**config.mk**
```make
export PLATFORM = sky130hd
export DESIGN_NAME = alu_issue
export DESIGN_NICKNAME = d
export VERILOG_FILES = /design/src/rtl/alu_issue.sv
export SDC_FILE = /design/constraint.sdc
export NUM_CORES = 1
export LEC_CHECK = 0
export CORE_MARGIN = 2
export CORE_UTILIZATION = 50
export DETAILED_ROUTE_END_ITERATION = 7
export GPL_TIMING_DRIVEN = 0
export HOLD_SLACK_MARGIN = 0.12
export MAX_ROUTING_LAYER = met4
export PLACE_DENSITY_LB_ADDON = 0.1
export SLEW_MARGIN = 20
export SYNTH_ARGS = -nofsm -noshare
export SYNTH_HDL_FRONTEND = slang
export SYNTH_SLANG_ARGS = --single-unit
export TNS_END_PERCENT = 20
```
**constraint.sdc**
```tcl
create_clock -name clk -period 5.1 [get_ports clk]
set_clock_uncertainty 0.2 [all_clocks]
set_input_delay 1.02 -clock clk [delete_from_list [all_inputs] [get_ports clk]]
set_output_delay 1.02 -clock clk [all_outputs]
set_load 0.01 [all_outputs]
```
**src/rtl/alu_issue.sv**
```systemverilog
// rtl/alu_issue.sv - issue/writeback controller driving a combinational ALU from an 8x36 register file (optional: ALU_ISSUE_DIV0_CHECK_EN)
module alu_issue (
  input  logic        clk,
  input  logic        reset_n,
  input  logic        cmd_valid,
  output logic        cmd_ready,
  input  logic [4:0]  cmd_op,
  input  logic [2:0]  cmd_rd,
  input  logic [2:0]  cmd_rs1,
  input  logic [2:0]  cmd_rs2,
  input  logic        ld_en,
  input  logic [2:0]  ld_addr,
  input  logic [35:0] ld_data,
  output logic [35:0] alu_in1,
  output logic [35:0] alu_in2,
  output logic [4:0]  alu_op,
  input  logic [35:0] alu_out,
  input  logic        alu_cout,
  output logic        rsp_valid,
  input  logic        rsp_ready,
  output logic [35:0] rsp_data,
  output logic        rsp_cout,
  output logic        rsp_err
);

  // Opcode encoding shared with the ALU
  localparam logic [4:0] OP_ADD    = 5'd0;
  localparam logic [4:0] OP_SUB    = 5'd1;
  localparam logic [4:0] OP_AND    = 5'd2;
  localparam logic [4:0] OP_OR     = 5'd3;
  localparam logic [4:0] OP_EQUAL  = 5'd4;
  localparam logic [4:0] OP_DIVIDE = 5'd5;

  localparam logic [1:0] IDLE = 2'd0;
  localparam logic [1:0] EXEC = 2'd1;
  localparam logic [1:0] RESP = 2'd2;

  logic [1:0]  state;
  logic [35:0] rf [0:7];
  logic [2:0]  rd_q;
  logic        op_known;
  logic        div0;
  logic        reject;
  logic        carry_op;
  logic        accept;

  // cmd_ready is gated by reset so nothing is offered while reset_n is low
  assign cmd_ready = reset_n && (state == IDLE);
  assign rsp_valid = (state == RESP);
  assign accept    = cmd_valid && cmd_ready;

  // Classify the opcode currently presented to the ALU
  always_comb begin
    op_known = 1'b0;
    carry_op = 1'b0;
    case (alu_op)
      OP_ADD, OP_SUB: begin
        op_known = 1'b1;
        carry_op = 1'b1;
      end
      OP_AND, OP_OR, OP_EQUAL, OP_DIVIDE: op_known = 1'b1;
      default: op_known = 1'b0;
    endcase
  end

`ifdef ALU_ISSUE_DIV0_CHECK_EN
  assign div0 = (alu_op == OP_DIVIDE) && (alu_in2 == 36'd0);
`else
  assign div0 = 1'b0;
`endif

  // A rejected command reports an error and never touches the register file
  assign reject = !op_known || div0;

  // Three-state issue / execute / respond sequence
  always_ff @(posedge clk) begin
    if (!reset_n) begin
      state <= IDLE;
    end else begin
      case (state)
        IDLE:    if (accept) state <= EXEC;
        EXEC:    state <= RESP;
        RESP:    if (rsp_valid && rsp_ready) state <= IDLE;
        default: state <= IDLE;
      endcase
    end
  end

  // Operand capture on accept; ALU inputs hold their values otherwise
  always_ff @(posedge clk) begin
    if (!reset_n) begin
      alu_in1 <= '0;
      alu_in2 <= '0;
      alu_op  <= '0;
      rd_q    <= '0;
    end else if (accept) begin
      alu_in1 <= rf[cmd_rs1];
      alu_in2 <= rf[cmd_rs2];
      alu_op  <= cmd_op;
      rd_q    <= cmd_rd;
    end
  end

  // Capture the ALU result at the end of EXEC and hold it through RESP
  always_ff @(posedge clk) begin
    if (!reset_n) begin
      rsp_data <= '0;
      rsp_cout <= 1'b0;
      rsp_err  <= 1'b0;
    end else if (state == EXEC) begin
      rsp_err  <= reject;
      rsp_data <= reject ? 36'd0 : alu_out;
      rsp_cout <= (!reject && carry_op) ? alu_cout : 1'b0;
    end
  end

  // Register file: direct loads any cycle; the EXEC writeback is assigned last so it wins a same-index collision
  always_ff @(posedge clk) begin
    if (!reset_n) begin
      for (int i = 0; i < 8; i++) rf[i] <= '0;
    end else begin
      if (ld_en) rf[ld_addr] <= ld_data;
      if (state == EXEC && !reject) rf[rd_q] <= alu_out;
    end
  end

endmodule
```
Yosys cells after proc, flatten, opt, wreduce, memory -nomap -nowiden
Memory sizes are Yosys's and may differ from the RTL's. A register that Yosys moved wholly into a read port is not among the register bits.
Index checks and enable logic that the tools add are counted.
{"block": "classes", "reduce_logical": 15, "n_mux": 20, "n_eq_ne": 9}
{"op": "two-way mux 36 bit", "n": 3}
{"op": "OR reduction 36 bit", "n": 2}
{"op": "two-way mux 1 bit", "n": 12}
{"op": "== test 5 x 2 -> 1 bit, second input constant", "n": 2}
{"op": "== test 5 x 3 -> 1 bit, second input constant", "n": 2}
{"op": "two-way mux 3 bit", "n": 2}
{"op": "one-hot mux 2 bit (3 select lines)", "n": 1}
{"op": "OR reduction 6 bit", "n": 1}
{"op": "== test 5 x 1 -> 1 bit, second input constant", "n": 1}
{"op": "logical AND 1 bit", "n": 5}
{"op": "zero test 5 bit", "n": 1}
{"op": "two-way mux 2 bit", "n": 2}
{"op": "zero test 1 bit", "n": 3}
{"op": "== test 2 x 1 -> 1 bit, second input constant", "n": 1}
{"op": "== test 2 bit, second input constant", "n": 1}
{"op": "zero test 2 bit", "n": 1}
{"op": "!= test 2 x 1 -> 1 bit, second input constant", "n": 1}
{"op": "!= test 2 bit, second input constant", "n": 1}
{"op": "AND reduction 2 bit", "n": 1}
{"op": "OR reduction 2 bit", "n": 1}
{"block": "totals", "input_bits": 95, "wordCells": 51, "mem_count": 1, "output_inout_bits": 117, "mem_bits_rw": 288, "regBits": 48}
{"memory": "rf", "depth": 8, "word_bits": 36, "rd": 2, "rd_ports_with_merged_regs": 2, "wr": 8, "line_no": "39", "rtl": "logic [35:0] rf [0:7];"}

Logic depth before layout (Yosys ltp)
{"block": "logic_depth", "ltp_word": 9, "ltp_mapped": 7}

Least setup slack after synthesis
No wires, ideal clock.
{"block": "synth_path", "path_kind": "input-to-reg", "start": "input reset_n", "end": "memory rf[1][0] (enable)", "setup_ns": 0.446, "setup_slack_ns": 0.855, "arrival_ns": 3.599, "path_stages": 4, "cell_sequence": "clkbuf_1 > clkbuf_1 > nand3_1 > o221ai_1"}
{"item": "from (decl)", "line_no": "4", "rtl": "input logic reset_n,"}
{"item": "to (decl)", "line_no": "39"}

Worst setup path after layout
{"block": "layout_path", "start": "input cmd_valid", "end": "register alu_in1[33] (read register of rf)"}
{"block": "layout_via", "elab_chain_cells": 1}
{"item": "from (decl)", "line_no": "5", "rtl": "input logic cmd_valid,"}
{"item": "logical AND 1 bit", "line_no": "50", "rtl": "assign accept = cmd_valid && cmd_ready;"}
{"item": "to (decl)", "line_no": "14", "rtl": "output logic [35:0] alu_in1,"}
Every way passes these cells.
A chain may end at the register's enable or synchronous reset.

==> impl_results.rst <==
.. list-table::
   :header-rows: 1

   * - Metric
     - Value
   * - Required time at the worst-slack endpoint
     - roughly 5300 ps
   * - Class of the worst hold path
     - register to register
   * - Crit path arrival time
     - just over 4000 ps
   * - Proportion of power drawn by combinational gates
     - roughly 15%
   * - Per-cell via count in the routed design
     - roughly 6.8
   * - Area of the core
     - 43100 µm²
   * - Final count of pins violating max slew
     - 0
   * - Detailed-routing iteration count for the pre-antenna-repair pass
     - 7
   * - Peak ir drop on the vdd network
     - 0.000201 V
   * - Maximum buffer depth of the clock tree
     - 3
   * - # hold bufs at CTS
     - 0
   * - Distinct cells, synth
     - 34
   * - Share of the synthesized area in the top cell type
     - between 30% and 40%
   * - Vias in the first global route
     - around 19000
   * - Fin crit period
     - between 3000 and 4000 ps
   * - Max-cap viol count
     - 0
   * - Kind of start point of the critical path
     - input port
   * - Area of the die
     - 45400 µm²
   * - IO buf count
     - between 150 and 200
   * - Number of nets with antenna violations after detailed routing
     - 0
   * - Clock Power Share
     - 40.0%
   * - Pin count of the biggest net entering global routing
     - 18
   * - Worst slack on hold paths
     - around 270 ps
   * - Unrepaired setup endpoints after global routing
     - no
   * - Internal power summed over all cells
     - 0.00631 W
   * - Net Sw Power
     - 0.00230 W
   * - Clock latency on the worst-skew pair
     - between 600 and 700 ps
   * - H-tree depth reported by CTS
     - 2
   * - Fraction of the yosys area taken by sequential cells
     - 50.6%
   * - Worst Max-Slew Pin Slew
     - 1290 ps
   * - TritonCTS buffer count
     - between 40 and 50
   * - Number of nets in the synthesized netlist
     - 2046
   * - Crit path max fanout
     - 10
   * - Count of endpoints failing hold in the final timing report
     - 0
   * - Leakage Power
     - a little over 9 nW
   * - WL per Instance
     - 31.1 µm
   * - Slowest stage cell, crit path
     - buf_1
   * - Instance count after placement with tap cells included
     - 2723
   * - Number of instances in the synthesized netlist
     - ~2000
   * - Synthesis-to-layout area growth
     - 20.9%
   * - Sw Ratio
     - between 20% and 30%
   * - Remaining routing DRC violations
     - 0
   * - Commonest non-fill, non-tap cell in the layout
     - nand2_1
   * - DR vias
     - roughly 19000
   * - Vertical die dimension
     - ~210 µm
   * - Clock tree from TritonCTS
     - yes
   * - Cell area power density
     - 326 nW/µm²
   * - Floorplan row count
     - 76
   * - Initial core utilization
     - approximately half
   * - Category of the most critical setup path
     - input port to register
   * - Overall die width
     - roughly 210 µm
   * - Sequential group share of total power
     - approximately 45%
   * - Synthesized area per cell
     - 11.2 µm²
   * - Leading post-synthesis cells by cell area
     - edfxtp_1 (40%), dfxtp_1 (11%), o31ai_1 (9.9%)
   * - Largest incremental delay on the critical path
     - between 900 and 1000 ps
   * - DPL Wire Length
     - approximately 59 mm
   * - Setup-violating endpoint count in the final report
     - 0
   * - Post-CTS sizing
     - 0
   * - Root Driver
     - clkbuf_16
   * - Gp weighted congestion
     - roughly 0.95
   * - Number of synthesized register bits
     - slightly above 400
   * - Cell taking the most area after synthesis
     - edfxtp_1
   * - Final clock period utilization by the worst path
     - 77.1%
   * - Relative slew slack
     - approximately 14%
   * - Clock sink total
     - 408
   * - Top-level port count
     - approximately 210
   * - Outcome
     - complete, no violations
   * - Nature of the critical path endpoint
     - register
   * - NumNets Final
     - around 2300
   * - Cell breakdown of the critical path
     - clkdlybuf4s50_1 > nor3b_4 > nand2_1 > inv_2 > buf_1 > a21oi_1
   * - Total GRT Usage
     - 39.4%
   * - Commonest cells after routing, fill and taps aside
     - nand2_1 (349), o31ai_1 (288), edfxtp_1 (288)
   * - Number of filler cells placed in the layout
     - 3500
   * - Number of setup buffers added after CTS
     - 0
   * - Initial antenna violation count
     - 2
   * - Share of post-route cells with drive strength above 1
     - 17.0%
   * - Post-synthesis instance area
     - between 20000 and 25000 µm²
   * - Sum of negative setup slack
     - 0 ps
   * - Ys Warns
     - 0
   * - Reg clk slew, reported paths
     - ~60 ps
   * - First-iteration detailed-routing DRC count
     - between 3000 and 4000
   * - Overflow after GRT
     - 0
   * - DRT Wirelength
     - a little under 90 mm
   * - Post-Layout Cell Count
     - 2814
   * - Wire length of the first global-routing pass
     - 124 mm
   * - Timing-limited maximum frequency
     - ~250 MHz
-- cell usage after synthesis --
| library cell | number |
|---|---|
| nand2_1 | 349 |
| edfxtp_1 | 288 |
| o31ai_1 | 288 |
| mux2_2 | 144 |
| mux2i_1 | 144 |
| dfxtp_1 | 120 |
| clkbuf_1 | 94 |
| buf_6 | 79 |
| o21ai_0 | 73 |
| a21oi_1 | 72 |
| a221o_1 | 48 |
| o22ai_1 | 48 |
| buf_2 | 39 |
| a22o_1 | 36 |
| o221ai_1 | 32 |
| a22oi_1 | 24 |
| buf_1 | 11 |
| a21boi_0 | 9 |
| nand2b_1 | 8 |
| nand3_1 | 8 |
| nor2b_1 | 8 |
| nor4_4 | 8 |
| nor2_1 | 5 |
| nand4_1 | 3 |
| and2_1 | 2 |
| and2b_2 | 2 |
| or2_2 | 2 |
| inv_2 | 1 |
| nor3b_1 | 1 |
| nor3b_2 | 1 |
| nor4_1 | 1 |
| o21a_1 | 1 |
| or3_2 | 1 |
| or4b_1 | 1 |
-- logic make-up after synthesis --
group / Yosys count / synth area share (%)
AOI/OAI and AO/OA: 631 / 20.7
buffers and inverters: 224 / 6.78
DFF: 408 / 50.6
muxes: 288 / 14.0
and+or+nand+nor: 400 / 7.98
-- power groups by stage --
stage	Sequential, W	Combinational (W)	Clock, W
floorplan	0.00395	0.000636	0
global placement	0.00394	0.00118	0
detailed placement	0.00393	0.00125	0
CTS	0.00387	0.00126	0.00342
global route	0.00389	0.00134	0.00356
finish	0.00387	0.00129	0.00344
-- metal layers --
| metal | GRT usage (%) | vias up | wire, µm |
|---|---|---|---|
| met4 | 18.8 | 0 | 4350 |
| met1 | 49.7 | 9290 | 32400 |
| met5 | - | - | 0 |
| met3 | 11.2 | 311 | 11700 |
| li1 | - | 8028 | - |
| met2 | 58.5 | 1522 | 38900 |
-- final timing paths --
check,cells past startpoint,start,end,slack (ps)
worst max-delay path,6,cmd_valid,alu_in1[33],1170
worst min-delay path,1,rsp_data[17],rsp_data[17],270
worst max register to register,5,state[1],alu_in1[33],1670
worst min register to register,1,rsp_data[17],rsp_data[17],270
-- critical path: cells and delay by family --
family	cells	cell delay (ps)
buffers and inverters	3	1760
AO/OA/AOI/OAI	1	170
AND/OR/NAND/NOR	2	1190
-- registers in the layout (all words and copies together) (netlist names), 2 cells and up --
| name | flops |
|---|---|
| alu_in1 | 36 |
| rf | 288 |
| alu_in2 | 36 |
| rsp_data | 36 |
| alu_op | 5 |
| state | 2 |
| rd_q | 3 |
-- cell type report --
class                           instances  area, µm²  share of cell area, %
Clock buffer                           68       1370                   5.17
Tap cell                              585        732                   2.77
Timing Repair Buffer                  189       2130                   8.06
Inverter                                1       3.75                 0.0142
Antenna cell                            1       2.50                0.00947
Clock inverter                         20        188                  0.710
Buffer                                223       1480                   5.61
Multi-Input combinational cell       1319       9470                   35.8
Sequential cell                       408      11100                   41.8
-- stage by stage --
stage          total power, W  setup slack [ps]  area, µm²  util (%)
2_1_floorplan         0.00459               855      21900         -
3_3_place_gp          0.00513             -1820      24300      56.4
3_5_place_dp          0.00519               726      24800      57.7
4_1_cts               0.00855              1220      26400      61.3
5_1_grt               0.00880              1050      26400      61.4
6_report              0.00861              1170      26400      61.4
Power figures use the tool's default switching activity.
